**config.mk**
```make
export PLATFORM = sky130hd
export DESIGN_NAME = seg_scan_controller
export DESIGN_NICKNAME = d
export VERILOG_FILES = /design/src/rtl/seg_scan_controller.sv
export SDC_FILE = /design/constraint.sdc
export NUM_CORES = 1
export LEC_CHECK = 0
export ABC_AREA = 1
export BUFFER_PORTS_ARGS = -buffer_cell sky130_fd_sc_hd__buf_2
export CAP_MARGIN = 20
export CORE_MARGIN = 8
export CORE_UTILIZATION = 35
export DETAILED_ROUTE_END_ITERATION = 8
export PLACE_DENSITY_LB_ADDON = 0.05
export SLEW_MARGIN = 0
export SYNTH_ARGS = -nofsm -noshare
export SYNTH_HDL_FRONTEND = slang
export SYNTH_SLANG_ARGS = --single-unit
export TNS_END_PERCENT = 10
```
**constraint.sdc**
```tcl
create_clock -name CLK100MHZ -period 2.6 [get_ports CLK100MHZ]
set_input_delay 0.26 -clock CLK100MHZ [delete_from_list [all_inputs] [get_ports CLK100MHZ]]
set_output_delay 0.26 -clock CLK100MHZ [all_outputs]
set_load 0.01 [all_outputs]
```
**src/rtl/seg_scan_controller.sv**
```systemverilog
// Time-multiplexed scan controller for an 8-digit active-low 7-segment display.
// Optional macro SEG_SCAN_LEADING_ZERO_BLANK_EN blanks digits above the most significant nonzero nibble.
module seg_scan_controller #(
   parameter int TICKS_PER_DIGIT = 12500,
   parameter int BLANK_TICKS     = 250
) (
   input  logic        CLK100MHZ,
   input  logic        RST,
   input  logic [31:0] data_in,
   input  logic [7:0]  dp_in,
   input  logic [7:0]  digit_en,
   input  logic [3:0]  brightness,
   output logic [7:0]  AN,
   output logic [6:0]  SEG,
   output logic        DP,
   output logic        frame_tick
);

   // state    | meaning
   // ST_BLANK | first BLANK_TICKS cycles of a slot, all anodes off
   // ST_DRIVE | remainder of the slot, current digit may be lit (PWM gated)
   typedef enum logic {ST_BLANK, ST_DRIVE} state_t;

   localparam int TW = $clog2(TICKS_PER_DIGIT);

   state_t          r_state, w_state_nxt;
   logic [TW-1:0]   r_tick_cnt, w_tick_nxt;
   logic [2:0]      r_slot, w_slot_nxt;
   logic [3:0]      r_pwm_cnt, w_pwm_nxt;

   logic [31:0]     r_sh_data;
   logic [7:0]      r_sh_dp;
   logic [7:0]      r_sh_en;
   logic [3:0]      r_sh_bright;

   logic [7:0]      r_an;
   logic [6:0]      r_seg;
   logic            r_dp;
   logic            r_frame_tick;

   logic            w_slot_end;
   logic            w_frame_start;
   logic [7:0]      w_en_eff;
   logic [3:0]      w_nib;
   logic            w_lit;

   function automatic logic [6:0] hex_to_seg(input logic [3:0] v);
      case (v)
         4'h0: hex_to_seg = 7'b1000000;
         4'h1: hex_to_seg = 7'b1111001;
         4'h2: hex_to_seg = 7'b0100100;
         4'h3: hex_to_seg = 7'b0110000;
         4'h4: hex_to_seg = 7'b0011001;
         4'h5: hex_to_seg = 7'b0010010;
         4'h6: hex_to_seg = 7'b0000010;
         4'h7: hex_to_seg = 7'b1111000;
         4'h8: hex_to_seg = 7'b0000000;
         4'h9: hex_to_seg = 7'b0010000;
         4'hA: hex_to_seg = 7'b0001000;
         4'hB: hex_to_seg = 7'b0000011;
         4'hC: hex_to_seg = 7'b1000110;
         4'hD: hex_to_seg = 7'b0100001;
         4'hE: hex_to_seg = 7'b0000110;
         default: hex_to_seg = 7'b0001110;
      endcase
   endfunction

   assign w_slot_end    = (r_tick_cnt == TW'(TICKS_PER_DIGIT - 1));
   assign w_frame_start = (r_slot == 3'd0) && (r_tick_cnt == '0);

   always_comb begin
      w_tick_nxt  = w_slot_end ? '0 : r_tick_cnt + 1'b1;
      w_slot_nxt  = w_slot_end ? r_slot + 3'd1 : r_slot;
      w_state_nxt = r_state;
      w_pwm_nxt   = '0;
      case (r_state)
         ST_BLANK: begin
            if (r_tick_cnt == TW'(BLANK_TICKS - 1)) w_state_nxt = ST_DRIVE;
         end
         ST_DRIVE: begin
            w_pwm_nxt = r_pwm_cnt + 4'd1;
            if (w_slot_end) begin
               w_state_nxt = ST_BLANK;
               w_pwm_nxt   = '0;
            end
         end
         default: w_state_nxt = ST_BLANK;
      endcase
   end

`ifdef SEG_SCAN_LEADING_ZERO_BLANK_EN
   // Sweep from the top digit down; a digit is eligible once any nibble at or above it is nonzero.
   always_comb begin
      logic w_nz;
      w_nz     = 1'b0;
      w_en_eff = '0;
      for (int i = 7; i >= 0; i--) begin
         w_nz        = w_nz | (|r_sh_data[4*i +: 4]);
         w_en_eff[i] = r_sh_en[i] & (w_nz | (i == 0));
      end
   end
`else
   assign w_en_eff = r_sh_en;
`endif

   assign w_nib = r_sh_data[{r_slot, 2'b00} +: 4];
   assign w_lit = (r_state == ST_DRIVE) && w_en_eff[r_slot] && (r_pwm_cnt <= r_sh_bright);

   always_ff @(posedge CLK100MHZ or posedge RST) begin
      if (RST) begin
         r_state      <= ST_BLANK;
         r_tick_cnt   <= '0;
         r_slot       <= '0;
         r_pwm_cnt    <= '0;
         r_sh_data    <= '0;
         r_sh_dp      <= '0;
         r_sh_en      <= '0;
         r_sh_bright  <= '0;
         r_an         <= 8'hFF;
         r_seg        <= 7'h7F;
         r_dp         <= 1'b1;
         r_frame_tick <= 1'b0;
      end else begin
         r_state      <= w_state_nxt;
         r_tick_cnt   <= w_tick_nxt;
         r_slot       <= w_slot_nxt;
         r_pwm_cnt    <= w_pwm_nxt;
         r_frame_tick <= w_frame_start;
         if (w_frame_start) begin
            r_sh_data   <= data_in;
            r_sh_dp     <= dp_in;
            r_sh_en     <= digit_en;
            r_sh_bright <= brightness;
         end
         r_an  <= w_lit ? ~(8'd1 << r_slot) : 8'hFF;
         r_seg <= w_lit ? hex_to_seg(w_nib) : 7'h7F;
         r_dp  <= w_lit ? ~r_sh_dp[r_slot] : 1'b1;
      end
   end

   assign AN         = r_an;
   assign SEG        = r_seg;
   assign DP         = r_dp;
   assign frame_tick = r_frame_tick;

endmodule
```
==> out/qor.csv <==
metric;value;unit
skew final;0.005403;ns
reg2reg start;r_slot[1]$_DFFE_PP0N_;
hold slack;0.01866;ns
Post-Synth Simple-Gate Area;25.07;%
Setup Slack @ Placement;0.4556;ns
final core occ;41.50;%
Starting Density;35.86;%
Leakage;2.797;nW
Slew HR;46.55;%
Yosys reg bits;91;
most common cell after layout, fill and taps aside;nand2_1;
most frequent cells in the layout;164 x nand2_1, 75 x dfrtp_1, 73 x inv_1;
CP Class;reg -> reg;
# diodes;0;
Sequential Power Share;51.6;%
Yosys top cell area share;39.37;%
Critical Path RT;2.88;ns
Netlist Area Pre-Place;4767;um^2
Power Internal;0.002180;W
Critical Path Max Stage Delay;0.38;ns
reg-to-reg setup timing slack;0.48;ns
# DRC;0;
CTS root buffer;clkbuf_16;
core area;13300;um^2
Fin. Hold Viols;0;
later-pin clock latency in the skew report;0.34;ns
largest family of logic cells by synthesized area;simple AND/OR/NAND/NOR gates;
largest area contributor in the netlist;dfrtp_1;
worst hold path class;in -> async;
Sum Neg Setup Slack;0;ns
total gr overflow;0;
H-tree depth;3;
net count after synthesis;636;
routability cong.;0.7983;
final setup vio count;0;
Mapped Cells;563;
unrepaired setup endpoints after global routing;false;
largest net degree at the start of global routing;57;
worst slew pin tran;0.7944;ns
NetSw;0.0006696;W
Power, Total;0.002850;W
drt wl/cell;13.61;um
# Max-Cap Violations;0;
Sequential Area;2297;um^2
setup ws final;0.4788;ns
Fmax;471.4;MHz
multi-input combinational cell area;1979;um^2
post-synthesis cell type count;34;
Worst Path Arrival;2.40;ns
fin crit period;2.121;ns
row count;42;
post-CTS setup buffers;0;
Final nets;706;
Die W;132.7;um
Vias per Instance;4.533;
critical path peak fanout;56;
Post-DP HPWL;8.093;mm
routed vias;3690;
clock sinks;91;
top cells by area, synth;dfrtp_1 39%, nand2_1 13%, dfstp_2 8.8%;
Reg-to-Reg End;r_sh_data[13]$_DFFE_PP0P_;
first-pass GRT wire length;18.95;mm
Post-DRT Antenna Nets;0;
Post-Synth Adder-Cell Area;4.987;%
Switching Share;23.50;%
compound-gate portion of the synthesized area;9.816;%
Clock Power Share;41.5;%
post-cts repair resize count;0;
Syn Area/Cell;8.467;um^2
cell-by-cell trace of the critical path;inv_2 > ha_1 > inv_1 > nor2_1 > nand3_1 > nor2_1 > nand2_1 > clkinv_2 > buf_12 > nand2_1 > o21ai_2;
P per Cell Area;516.5;nW/um^2
sequential area share after synthesis;48.19;%
Fill cells;1367;
Iteration-0 DRC Markers;217;
worst IR drop on VDD;0.3296;mV
Detailed Routing Iterations Pass 1;4;
WL final;11.08;mm
layout cells sized above 1;26.80;%
Logic pwr share;6.9;%
XOR/XNOR Fraction of Synth Area;1.654;%
Total GRT Usage;13.34;%
CTS Buf Count;9;
period utilization;81.59;%
Area Overhead vs Synth;15.75;%
Die ar.;17610;um^2
startpoint types;flop;
slowest cell on the critical path;dfrtp_1;
number of global-route vias before repair;3854;
Reg2Reg Depth;11;
Worst Setup End Kind;flop;
final slew viol count;0;
Clk pin slew, worst setup/hold paths;0.06;ns
CTS tree;done;
antenna violations before repair;0;
mux share of post-synthesis cell area;0;%
Ports;71;
Yosys warning count;0;
Die Ht;132.7;um
port bufs;70;
Clock Tree Buf Depth;2;
CTS Hold Bufs;0;
status;finished, final reports clean;
[Yosys cell counts]
library cell  instances
nand3_2               3
o211ai_1              1
ha_1                 19
nand2_2               8
buf_4                 4
o21ai_2              39
nor3_2                1
nor4_1                1
inv_1                74
o21ai_1               1
a31oi_1               1
a21oi_1               8
nand4_1               5
inv_2                 4
nand3_1              54
inv_4                 1
nor3_1                3
nand2_1             164
buf_6                 8
xor2_1                8
and3b_1               1
dfrtp_1              75
or2_2                 1
o21ai_0              12
clkbuf_4              1
buf_2                 5
dfstp_2              16
xnor2_1               1
clkbuf_2              1
nor2_1               37
clkbuf_1              1
nor2_2                2
buf_8                 2
o21bai_1              1
[routing by layer]
metal | global-route usage [%] | up-vias | part of all wire, %
met2 | 21.83 | 70 | 47
met5 | 0 | - | 0
li1 | - | 1906 | -
met1 | 16.36 | 1708 | 47
met4 | 4.164 | 0 | 1.1
met3 | 4.239 | 6 | 5.0
[power by group through the flow]
stage	combinational [W]	clock [W]	sequential (W)
after CTS	0.000202	0.00124	0.00147
after floorplan	0.000122	0	0.00149
after global placement	0.000201	0	0.00150
after global routing	0.000228	0.00128	0.00147
after detailed placement	0.000201	0	0.00150
final	0.000196	0.00118	0.00147
[kinds of logic after synthesis]
group,Yosys count
compound gates,63
fa+ha+maj,19
xor+xnor,9
buf+inv,101
simple gates,280
flops,91
[worst max-delay path: cells and delay by family (launching register included)]
kind	cells	cell delay (ns)
flops	1	0.38
buf+inv	4	0.85
simple gates	5	0.51
compound gates	1	0.07
fa+ha+maj	1	0.21
[flip-flops by register name, summed over array words and instances, names as in the netlist]
| register | count |
|---|---|
| r_sh_data | 32 |
| r_tick_cnt | 14 |
| AN | 8 |
| r_sh_dp | 8 |
| r_sh_en | 8 |
| SEG | 7 |
| r_pwm_cnt | 4 |
| r_sh_bright | 4 |
| r_slot | 3 |
| DP | 1 |
| frame_tick | 1 |
| r_state | 1 |
[cell type report]
cell class | instances | share of cell area, %
flip-flops and latches | 91 | 41.63
multi-input cells | 371 | 35.87
well taps | 176 | 3.991
repair buffers | 81 | 8.299
inverters | 79 | 5.465
clock inverters | 6 | 0.5896
clock buffers | 10 | 4.150
[per-stage QoR]
| stage | std cells | cell area (um^2) |
|---|---|---|
| floorplan | 563 | 4767 |
| global placement | 798 | 5256 |
| detailed placement | 798 | 5256 |
| CTS | 814 | 5518 |
| global route | 814 | 5518 |
| finish | 814 | 5518 |
[worst max path at each step]
stage,startpoint,to,depth (start not counted)
after CTS,r_slot[1]$_DFFE_PP0N_,r_sh_data[13]$_DFFE_PP0P_,11
after global routing,r_slot[1]$_DFFE_PP0N_,r_sh_data[4]$_DFFE_PP0P_,11
after detailed placement,r_slot[1]$_DFFE_PP0N_,r_sh_data[13]$_DFFE_PP0P_,11
final,r_slot[1]$_DFFE_PP0N_,r_sh_data[13]$_DFFE_PP0P_,11
after global placement,r_slot[1]$_DFFE_PP0N_,r_sh_data[27]$_DFFE_PP0P_,10
after floorplan,RST,frame_tick$_DFF_PP0_,1
No activity file was read; power rests on OpenSTA's default activity.
